$ cat src/rtl/vga_timing_if.sv
// Raster timing bundle: sync strobes, coordinates and pixel/frame strobes.
interface vga_timing_if #(parameter int CW = 10);
  logic          hsync;
  logic          vsync;
  logic          visible;
  logic [CW-1:0] px_x;
  logic [CW-1:0] px_y;
  logic          pixel_tick;
  logic          frame_end;

  modport master (output hsync, vsync, visible, px_x, px_y, pixel_tick, frame_end);
  modport slave  (input  hsync, vsync, visible, px_x, px_y, pixel_tick, frame_end);
endinterface

$ cat src/rtl/vga_timing.sv
// 640x480@60 raster generator at half the system clock: each pixel spans two
// clocks; sync/visible are registered from next-state counters so they never skew.
module vga_timing #(
  parameter int H_VISIBLE = 640,
  parameter int H_FRONT   = 16,
  parameter int H_SYNC    = 96,
  parameter int H_BACK    = 48,
  parameter int V_VISIBLE = 480,
  parameter int V_FRONT   = 10,
  parameter int V_SYNC    = 2,
  parameter int V_BACK    = 33,
  parameter int CW        = 10
) (
  input logic          clock,
  input logic          reset,
  vga_timing_if.master vga
);
  localparam int H_TOTAL = H_VISIBLE + H_FRONT + H_SYNC + H_BACK;
  localparam int V_TOTAL = V_VISIBLE + V_FRONT + V_SYNC + V_BACK;

  localparam logic [CW-1:0] H_LAST = CW'(H_TOTAL - 1);
  localparam logic [CW-1:0] V_LAST = CW'(V_TOTAL - 1);
  localparam logic [CW-1:0] H_VIS  = CW'(H_VISIBLE);
  localparam logic [CW-1:0] V_VIS  = CW'(V_VISIBLE);
  localparam logic [CW-1:0] HS_LO  = CW'(H_VISIBLE + H_FRONT);
  localparam logic [CW-1:0] HS_HI  = CW'(H_VISIBLE + H_FRONT + H_SYNC);
  localparam logic [CW-1:0] VS_LO  = CW'(V_VISIBLE + V_FRONT);
  localparam logic [CW-1:0] VS_HI  = CW'(V_VISIBLE + V_FRONT + V_SYNC);

  logic          armed;
  logic          phase;
  logic [CW-1:0] h_cnt, v_cnt;
  logic [CW-1:0] h_nxt, v_nxt;
  logic          hsync, vsync, visible, frame_end;

  always_comb begin
    h_nxt = h_cnt;
    v_nxt = v_cnt;
    if (phase) begin
      if (h_cnt == H_LAST) begin
        h_nxt = '0;
        v_nxt = (v_cnt == V_LAST) ? '0 : v_cnt + CW'(1);
      end else begin
        h_nxt = h_cnt + CW'(1);
      end
    end
  end

  // The first edge after release only loads the decode of (0,0) and leaves
  // phase at 0, so pixel (0,0) lasts two clocks like every other pixel.
  always_ff @(posedge clock or posedge reset) begin
    if (reset) begin
      armed     <= 1'b0;
      phase     <= 1'b0;
      h_cnt     <= '0;
      v_cnt     <= '0;
      hsync     <= 1'b1;
      vsync     <= 1'b1;
      visible   <= 1'b0;
      frame_end <= 1'b0;
    end else begin
      armed     <= 1'b1;
      phase     <= armed ? ~phase : 1'b0;
      h_cnt     <= h_nxt;
      v_cnt     <= v_nxt;
      visible   <= (h_nxt < H_VIS) && (v_nxt < V_VIS);
      hsync     <= !((h_nxt >= HS_LO) && (h_nxt < HS_HI));
      vsync     <= !((v_nxt >= VS_LO) && (v_nxt < VS_HI));
      // Next cycle is the tick cycle of the last pixel of the frame.
      frame_end <= armed && !phase && (h_cnt == H_LAST) && (v_cnt == V_LAST);
    end
  end

  assign vga.hsync      = hsync;
  assign vga.vsync      = vsync;
  assign vga.visible    = visible;
  assign vga.px_x       = h_cnt;
  assign vga.px_y       = v_cnt;
  assign vga.pixel_tick = phase;
  assign vga.frame_end  = frame_end;
endmodule
$ cat src/flat_wrapper.sv
// flat-port wrapper written by rule: the top's interface ports become plain ports
module vga_timing_flat 
#(
  parameter int H_VISIBLE = 640,
  parameter int H_FRONT   = 16,
  parameter int H_SYNC    = 96,
  parameter int H_BACK    = 48,
  parameter int V_VISIBLE = 480,
  parameter int V_FRONT   = 10,
  parameter int V_SYNC    = 2,
  parameter int V_BACK    = 33,
  parameter int CW        = 10
)
  (clock, reset, vga_hsync, vga_vsync, vga_visible, vga_px_x, vga_px_y, vga_pixel_tick, vga_frame_end);
  vga_timing_if #(.CW(CW)) vga_i ();
  input logic clock;
  input logic reset;
  output wire logic [$bits(vga_i.hsync)-1:0] vga_hsync;
  output wire logic [$bits(vga_i.vsync)-1:0] vga_vsync;
  output wire logic [$bits(vga_i.visible)-1:0] vga_visible;
  output wire logic [$bits(vga_i.px_x)-1:0] vga_px_x;
  output wire logic [$bits(vga_i.px_y)-1:0] vga_px_y;
  output wire logic [$bits(vga_i.pixel_tick)-1:0] vga_pixel_tick;
  output wire logic [$bits(vga_i.frame_end)-1:0] vga_frame_end;
  assign vga_hsync = vga_i.hsync;
  assign vga_vsync = vga_i.vsync;
  assign vga_visible = vga_i.visible;
  assign vga_px_x = vga_i.px_x;
  assign vga_px_y = vga_i.px_y;
  assign vga_pixel_tick = vga_i.pixel_tick;
  assign vga_frame_end = vga_i.frame_end;
  vga_timing #(.H_VISIBLE(H_VISIBLE), .H_FRONT(H_FRONT), .H_SYNC(H_SYNC), .H_BACK(H_BACK), .V_VISIBLE(V_VISIBLE), .V_FRONT(V_FRONT), .V_SYNC(V_SYNC), .V_BACK(V_BACK), .CW(CW)) u_core (.clock(clock), .reset(reset), .vga(vga_i));
endmodule
$ cat config.mk
export PLATFORM = sky130hd
export DESIGN_NAME = vga_timing_flat
export DESIGN_NICKNAME = d
export VERILOG_FILES = /design/src/rtl/vga_timing_if.sv /design/src/rtl/vga_timing.sv /design/src/flat_wrapper.sv
export SDC_FILE = /design/constraint.sdc
export NUM_CORES = 1
export LEC_CHECK = 0
export BUFFER_PORTS_ARGS = -buffer_cell sky130_fd_sc_hd__buf_4
export CAP_MARGIN = 30
export CORE_UTILIZATION = 48
export DETAILED_ROUTE_END_ITERATION = 6
export MAX_ROUTING_LAYER = met4
export PLACE_DENSITY = 0.74
export SKIP_CTS_REPAIR_TIMING = 1
export SYNTH_ARGS = -nofsm -noshare
export SYNTH_HDL_FRONTEND = slang
export SYNTH_SLANG_ARGS = --single-unit
$ cat constraint.sdc
create_clock -name clock -period 2.2 [get_ports clock]
set_clock_uncertainty 0.1 [all_clocks]
set_input_delay 0.22 -clock clock [delete_from_list [all_inputs] [get_ports clock]]
set_output_delay 0.22 -clock clock [all_outputs]
set_load 0.03 [all_outputs]
== After elaboration in Yosys (flattened, before gate mapping) ==
Index checks and enable logic that the tools add are counted.

* Register bits after elaboration: 26
* Latch bits: 0
* Bits in writable memories: 0
* Memory bits (read-only): 0
* Input bits: 2
* Output and inout port bits: 25
* Logic and storage cells: 34
* Memories kept: 0

* Add/subtract/negate cells: 2
* Multipliers: 0
* Divide/modulo/power cells: 0
* Order comparisons: 6
* Equal/unequal tests: 2
* Shift operators: 0
* Muxes and demuxes: 6
* Bitwise gates (word level): 1
* Reduce and logical (&&, ||, !) cells: 9

{| class="wikitable"
|+ Operators with widths
! kind !! number
|-
| $mux 10 || 5
|-
| $add 10x1->10 const B || 2
|-
| $eq 10x10->1 const B || 2
|-
| $lt 10x10->1 const B || 2
|-
| $lt 10x9->1 const B || 2
|-
| $ge 10x10->1 const B || 1
|-
| $ge 10x9->1 const B || 1
|-
| $logic_and 1x1->1 || 6
|-
| $logic_not 1->1 || 3
|-
| $mux 1 || 1
|-
| $not 1->1 || 1
|}

== Depth between registers and ports, before layout ==
Gate-level depths: netlist of the first run.

* Word-level depth: 7
* Depth in mapped cells: 7
* Mapped depth without buffers: 7

== Least setup slack after synthesis of the first run ==
No wires, ideal clock.

* Kind: reg-to-reg
* From: register u_core.h_cnt[0] (netlist: u_core.vga.px_x[0])
* To: register u_core.v_cnt[7] (netlist: u_core.vga.px_y[7])
* Library setup time: 0.081 ns
* Data arrival time: 2.216 ns
* Data required time: 2.019 ns
* Path slack: -0.197 ns
* Stages on the path, launching flop included: 8
* Path buffers: 1
* Period minus slack after synthesis: 2.397 ns
* Cell sequence: dfrtp_1 -> ha_1 -> nand3b_1 -> or4b_1 -> buf_2 -> or3_4 -> nor2_2 -> xor2_1

* Longest elaborated chain between the ends: 3

{| class="wikitable"
|+ RTL lines
! what !! RTL line !! source
|-
| from (decl) || vga_timing.sv:32 || <nowiki>logic [CW-1:0] h_cnt, v_cnt;</nowiki>
|-
| from (signal assigned) || vga_timing.sv:64 || <nowiki>h_cnt <= h_nxt;</nowiki>
|-
| $eq 10x10->1 || vga_timing.sv:40 || <nowiki>if (h_cnt == H_LAST) begin</nowiki>
|-
| $mux 10 || vga_timing.sv:40 ||
|-
| $mux 10 || vga_timing.sv:39 || <nowiki>if (phase) begin</nowiki>
|-
| net u_core.v_nxt[7] || vga_timing.sv:33 || <nowiki>logic [CW-1:0] h_nxt, v_nxt;</nowiki>
|-
| to (signal assigned) || vga_timing.sv:65 || <nowiki>v_cnt <= v_nxt;</nowiki>
|-
| to (decl) || vga_timing.sv:32 ||
|}

The timed path passes the listed nets, and every way through them passes these cells.

== Worst setup path in the final report of the first run ==
* From: register u_core.h_cnt[0] (netlist: u_core.vga.px_x[0])
* To: register u_core.vsync (netlist: u_core.vga.vsync)

* Longest elaborated chain between the ends: 6
* Elaborated cells on any way between the ends: 7
* Classes of those cells: order compare (2); eq/ne (1); mux (2); reduce/logical (2)

{| class="wikitable"
|+ RTL lines
! what !! RTL line !! source
|-
| $eq 10x10->1 (*) || vga_timing.sv:40 ||
|-
| $mux 10 (*) || vga_timing.sv:40 ||
|-
| $mux 10 (*) || vga_timing.sv:39 ||
|-
| $ge 10x9->1 or $lt 10x9->1 (tied branches) || vga_timing.sv:68 || <nowiki>vsync <= !((v_nxt >= VS_LO) && (v_nxt < VS_HI));</nowiki>
|-
| $logic_and 1x1->1 (*) || vga_timing.sv:68 ||
|-
| $logic_not 1->1 (*) || vga_timing.sv:68 ||
|-
| to (signal assigned) || vga_timing.sv:68 ||
|-
| to (decl) || vga_timing.sv:34 || <nowiki>logic hsync, vsync, visible, frame_end;</nowiki>
|}

Every way passes the cells marked *; elsewhere a longest branch is shown, timed or not.

==> flow_summary_export.csv, run 1 <==
group,metric,value,unit
worst_hold_path,holdCritPathClass,"input pin to asynchronous set/reset pin",
power,p_leak,0.8366,nW
drt,vias_per_cell,5.631,
placed_design,port_buffers,26,
critical_path,slowest_delay,570,ps
clocking,clk_pin_slew_worst_paths,160,ps
critical_path,startpoint_type,"flip-flop",
critical_path,cpLargestDelayFamily,"simple AND/OR/NAND/NOR gates",
critical_path,cp.required,2360,ps
finish,n_antenna_cell,0,
power,p_total,1.356,mW
placed_design,gp_congestion,0.9119,
clocking,tritoncts,"yes",
critical_path,worstSetupPathType,"flip-flop to flip-flop",
sta,fin_crit_sh,95.78,%
floorplanning,initial_utilization,50.11,%
finish,fill_cells,233,
grt,grt-busiest-layer,"met2",
floorplanning,fp.dieH,55.43,um
drt,dr_total_vias,1222,
sta,fin_crit,2107,ps
finish,drive_gt1_share,33.87,%
synth,ys_types,44,
drt,firstDrtPassIters,4,
power,power_density,751.5,nW/um2
grt,globalRouteMet1Util,29.92,%
synth,synth_enable_flop_cells,0,
grt,grt_max_degree,16,
drt,drtIter0Drc,22,
synth,syn_avg_cell_area,9.648,um2
floorplanning,core_area,2734,um2
synth,yosysSeqAreaShare,47.67,%
critical_path,path_max_fanout,5,
synth,synthFlopType,"dfrtp_1",
critical_path,crit_chain,"ha_4 -> nand3b_1 -> or4b_4 -> buf_4 -> o21ai_0 -> o211a_1 -> nand4b_1",
drt,post_drt_wl_per_cell,14.84,um
grt,antenna_found_initial,0,
critical_path,path_buf_inv,1,
sta,rsz0062_at_grt,"no",
finish,multi_input_area,685.7,um2
grt,grt-ovfl-total,0,
clocking,cts.path.max_buffers,2,
drt,drc,0,
floorplanning,floorplan.die_area,3072,um2
sta,hold_viol,0,
synth,async_flop_share,100.0,%
finish,syn2layout_area_growth,31.69,%
sta,timing.fmax,0.4746,GHz
critical_path,endpoint_kind,"flip-flop",
synth,syn_nets,147,
clocking,clock-sinks,26,
floorplanning,pin_count,27,
grt,grt_pass1_wl,5533,um
grt,use_met3,2.576,%
critical_path,crit_path_top_delay_cell,"or4b_4",
finish,seqCellArea,656.9,um2
power,peakVddDrop,0.0007232,V
sta,max_slew.worst_pin.slew,564.3,ps
grt,grt_util_all_layers,23.16,%
critical_path,worstPathArrival,2270,ps
sta,finalSetupViolCount,0,
drt,ant_nets,0,
placed_design,hpwlAfterDp,2515,um
drt,wl,3221,um
sta,slew-limit-headroom,62.34,%
finish,nNetsFinal,192,
grt,grt_pass1_vias,1193,
clocking,root_buffer,"clkbuf_4",
clocking,clock_latency,320,ps
synth,ys_seq_elements,26,
floorplanning,fp.dieW,55.43,um
synth,ys_warn_count,0,
clocking,htree_levels,1,
sta,slew_viol_final,0,
status,status,"complete, no violations",
grt,met2_usage,38.55,%
synth,syn_inst,142,
clocking,numCtsBuffers,3,
run,maxCapViolations,0,
floorplanning,rows,19,
synth,syn_area,1370,um2
sta,setup_tns,0,ps
[synthesized netlist by cell type (2+ instances only)]
cell type / instances / area share (%)
a21oi_1: 3 / 1.1
nor2_1: 6 / 1.6
xnor2_1: 6 / 3.8
nor4_1: 4 / 1.8
xor2_1: 3 / 1.9
nor3_1: 7 / 2.6
o21a_1: 2 / 1.1
ha_1: 3 / 2.7
o22ai_1: 2 / 0.91
o31a_1: 2 / 1.3
mux2i_1: 2 / 1.5
nand3_1: 5 / 1.8
nand4_1: 5 / 2.3
or4_1: 2 / 1.1
dfrtp_1: 24 / 44
or3_1: 4 / 1.8
nand2_1: 15 / 4.1
dfstp_2: 2 / 3.8
o21ai_0: 8 / 2.9
nand2b_1: 2 / 0.91
inv_1: 10 / 2.7
buf_2: 3 / 1.1
[worst paths after layout]
kind                                          to             startpoint  cells after the start  slack [ps]
setup / recovery                u_core.vga.vsync     u_core.vga.px_x[0]                      7          90
hold / removal                u_core.vga.px_x[5]                  reset                      3         390
setup reg to reg                u_core.vga.vsync     u_core.vga.px_x[0]                      7          90
hold reg to reg            u_core.vga.pixel_tick  u_core.vga.pixel_tick                      1         410
max in group asynchronous       u_core.vga.vsync                  reset                      4         960
min in group clock         u_core.vga.pixel_tick  u_core.vga.pixel_tick                      1         410
[logic make-up after synthesis]
kind of cell,Yosys count,synth area share [%]
AO/OA/AOI/OAI,25,12.24
XOR/XNOR,9,5.754
adder cells (fa/ha/maj),3,2.740
buffers and inverters,14,4.109
flip-flops,26,47.67
multiplexers,3,2.283
other,1,0.2737
AND/OR/NAND/NOR,61,24.93
[layout make-up]
type,count,area share [%]
clock buffers,3,1.248
clock inverters,1,1.664
inverters,10,2.080
multi-input cells,102,38.00
flip-flops and latches,26,36.41
well taps,31,2.150
repair buffers,44,18.45
[worst reg2reg max path, cell delays in order (launching register included)]
cell	delay (ps)
dfrtp_2	450
ha_4	150
nand3b_1	90
or4b_4	570
buf_4	170
o21ai_0	240
o211a_1	190
nand4b_1	80
[metrics by stage]
stage                     instance area, um2  worst slack, ps  hold WS [ps]  std cells  util, %
after floorplan                         1386           -49.91         158.3        142        -
after global placement                  1714            103.0         208.7        210    62.70
after detailed placement                1714            43.34         210.7        210    62.70
after CTS                               1767            10.13        -162.9        214    64.62
after global routing                    1804            6.173         429.0        217    66.00
final                                   1804            92.80         389.5        217    66.00
[sequential cells by signal, indices dropped and copies added, names as in the netlist]
register               cells
u_core.armed               1
u_core.vga.frame_end       1
u_core.vga.hsync           1
u_core.vga.pixel_tick      1
u_core.vga.px_x           10
u_core.vga.px_y           10
u_core.vga.visible         1
u_core.vga.vsync           1
[metal layers]
metal / wire length, um / part of all wire, % / vias up
li1: - / - / 596
met1: 1512 / 47 / 582
met2: 1557 / 48 / 40
met3: 112 / 3.5 / 4
met4: 39 / 1.2 / 0
met5: 0 / 0 / -
[layout by cell type, fill, tap and decap left out, types with 2 or more instances in the layout]
master,instances
nand3_1,5
nand2b_1,2
o22ai_1,2
xnor2_1,6
inv_1,10
dfrtp_2,3
dfrtp_1,21
clkbuf_4,3
or3_4,2
buf_4,43
o21a_1,2
a21oi_1,3
nor3_1,7
nor4_1,4
ha_1,2
nor2_1,6
or3_1,3
xor2_1,3
nand4_1,5
mux2i_1,2
nand2_1,15
o21ai_0,8
o31a_1,2
dfstp_2,2
[report_power, final]
part           internal [mW]  switching (mW)
Clock                  0.184           0.149
Sequential             0.533          0.0651
Combinational          0.184           0.240
Total                  0.902           0.454
Power figures use the tool's default switching activity.
==> run 2, diff against run 1 <==
--- a/config.mk
+++ b/config.mk
@@ -5,12 +5,13 @@
 export SDC_FILE = /design/constraint.sdc
 export NUM_CORES = 1
 export LEC_CHECK = 0
+export ABC_AREA = 1
 export BUFFER_PORTS_ARGS = -buffer_cell sky130_fd_sc_hd__buf_4
 export CAP_MARGIN = 30
-export CORE_UTILIZATION = 48
+export CORE_UTILIZATION = 50
 export DETAILED_ROUTE_END_ITERATION = 6
 export MAX_ROUTING_LAYER = met4
-export PLACE_DENSITY = 0.74
+export PLACE_DENSITY = 0.75
 export SKIP_CTS_REPAIR_TIMING = 1
 export SYNTH_ARGS = -nofsm -noshare
 export SYNTH_HDL_FRONTEND = slang
==> flow_summary_export.csv, run 2 <==
group,metric,value,unit
finish,fill_cells,296,
synth,yosysSeqAreaShare,40.72,%
grt,grt-ovfl-total,0,
synth,async_flop_share,100.0,%
critical_path,crit_top_cell,"nand3_2",
critical_path,slowest_delay,440,ps
finish,drive_gt1_share,23.08,%
drt,post_drt_wl_per_cell,12.47,um
finish,layout_common_cells,"nand2_1, inv_1, buf_4",
clocking,clk_pin_slew_worst_paths,160,ps
floorplanning,fp.dieW,58.64,um
synth,syn_inst,216,
critical_path,path_max_fanout,8,
synth,synthFlopType,"dfrtp_1",
finish,n_antenna_cell,0,
drt,drtIter0Drc,95,
critical_path,worstPathArrival,2100,ps
synth,yosys.area.top_type_share,37.44,%
placed_design,gp_congestion,0.8926,
floorplanning,initial_utilization,52.54,%
floorplanning,floorplan.die_area,3439,um2
clocking,clock_latency,330,ps
status,status,"complete, no violations",
drt,firstDrtPassIters,4,
clocking,cts.path.max_buffers,2,
critical_path,path_buf_inv,0,
drt,drc,0,
power,p_total,1.393,mW
grt,grt_util_all_layers,24.72,%
critical_path,worstSetupPathType,"flip-flop to flip-flop",
floorplanning,fp.dieH,58.64,um
clocking,tritoncts,"yes",
clocking,clock-sinks,26,
sta,setup_tns,0,ps
run,maxCapViolations,0,
clocking,htree_levels,1,
synth,syn_nets,221,
critical_path,crit_chain,"ha_1 -> nand2_4 -> nor2_4 -> nand3_4 -> nor2_8 -> nand3_2 -> nand2_2 -> nand3_2 -> nor2_2 -> nand3_1",
floorplanning,pin_count,27,
sta,rsz0062_at_grt,"no",
synth,yosysMostFrequentCell,"nand2_1",
sta,hold_viol,0,
critical_path,endpoint_kind,"flip-flop",
synth,ys_warn_count,0,
placed_design,port_buffers,26,
worst_hold_path,holdCritPathClass,"input pin to asynchronous set/reset pin",
grt,grt_max_degree,20,
finish,syn2layout_area_growth,19.89,%
synth,syn_avg_cell_area,7.426,um2
placed_design,post_dp_cell_area,1861,um2
critical_path,crit_path_top_delay_cell,"dfrtp_1",
grt,grt_pass1_wl,6216,um
drt,dr_total_vias,1462,
sta,timing.fmax,0.5121,GHz
placed_design,hpwlAfterDp,2732,um
synth,synth_area_leaders,"dfrtp_1, nand2_1, inv_1",
synth,syn_area,1604,um2
grt,grt_pass1_vias,1323,
power,p_leak,1.012,nW
power,power_density,724.1,nW/um2
grt,antenna_found_initial,0,
finish,mostFrequentLayoutCell,"nand2_1",
finish,final_area,1923,um2
synth,ys_seq_elements,26,
drt,ant_nets,0,
finish,nNetsFinal,253,
clocking,root_buffer,"clkbuf_4",
synth,yosysTopAreaCell,"dfrtp_1",
critical_path,startpoint_type,"flip-flop",
power,peakVddDrop,0.0005428,V
synth,synth_common_cells,"nand2_1, inv_1, dfrtp_1, nand3_1, nor2_1",
sta,fin_crit_sh,88.76,%
finish,seqCellArea,653.1,um2
sta,fin_crit,1953,ps
finish,multi_input_area,784.5,um2
drt,vias_per_cell,5.024,
drt,wl,3629,um
synth,ys_types,32,
sta,finalSetupViolCount,0,
sta,slew_viol_final,0,
floorplanning,core_area,3053,um2
floorplanning,rows,20,
critical_path,cpLargestDelayFamily,"simple AND/OR/NAND/NOR gates",
critical_path,cp.required,2350,ps
synth,synth_enable_flop_cells,0,
clocking,numCtsBuffers,3,
[run 2: cell types whose count changed after synthesis, moves of 4 or more]
| cell | change |
|---|---|
| nor2_1 | +14 |
| xnor2_1 | -5 |
| inv_1 | +26 |
| nor4_1 | -4 |
| nand2_1 | +35 |
| inv_2 | +4 |
| nand4_1 | +4 |
| nand3_2 | +4 |
| o21ai_0 | -6 |
| nand3_1 | +18 |
| or3_1 | -4 |
[run 2: final cells by class]
| cell class | count | share of cell area, % |
|---|---|---|
| multi-input cells | 146 | 40.79 |
| flip-flops and latches | 26 | 33.96 |
| repair buffers | 29 | 11.45 |
| inverters | 42 | 8.198 |
| well taps | 44 | 2.863 |
| clock inverters | 1 | 1.561 |
| clock buffers | 3 | 1.171 |
[run 2: per-layer routing]
layer	part of all wire, %	track usage, %
met1	49	36.88
met2	46	36.45
met3	4.1	2.418
met4	0.66	5.782
met5	0	-
[run 2: report_power, final]
part | internal (mW) | total, mW | switching [mW]
Combinational | 0.157 | 0.445 | 0.288
Sequential | 0.536 | 0.617 | 0.0809
Clock | 0.184 | 0.331 | 0.147
[run 2: worst register-to-register path: stages, from the launching register on]
cell and delay (ps):
dfrtp_1 440, ha_1 240, nand2_4 80, nor2_4 160
nand3_4 170, nor2_8 200, nand3_2 90, nand2_2 80
nand3_2 60, nor2_2 160, nand3_1 100
[run 2: through the flow]
stage / hold WS (ps) / cells / utilization, % / setup WS, ps
global placement: 145.9 / 286 / 60.94 / 314.5
detailed placement: 145.6 / 286 / 60.94 / 316.7
floorplan: 158.5 / 216 / - / 313.4
global route: 353.3 / 291 / 62.99 / 102.0
CTS: -220.0 / 290 / 62.66 / 269.4
finish: 323.0 / 291 / 62.99 / 247.3
[run 2: final timing paths]
kind                                          from               endpoint  slack [ps]  depth (start not counted)
worst max register to register  u_core.vga.px_x[0]       u_core.vga.vsync         250                         10
min in group clock                    u_core.armed  u_core.vga.pixel_tick         400                          2
max in group asynchronous                    reset       u_core.vga.vsync        1010                          4
worst max-delay path            u_core.vga.px_x[0]       u_core.vga.vsync         250                         10
worst min register to register        u_core.armed  u_core.vga.pixel_tick         400                          2
worst min-delay path                         reset     u_core.vga.px_y[8]         320                          3
[run 2: logic make-up (layout without fill, tap and decap cells)]
kind of cell | count (synthesis) | after routing | synth area share (%)
adder cells (fa/ha/maj) | 3 | 3 | 2.340
AND/OR/NAND/NOR | 125 | 125 | 39.78
buffers and inverters | 44 | 75 | 10.37
AO/OA/AOI/OAI | 15 | 15 | 5.460
XOR/XNOR | 2 | 2 | 1.092
flip-flops | 26 | 26 | 40.72
other | 1 | 1 | 0.2338
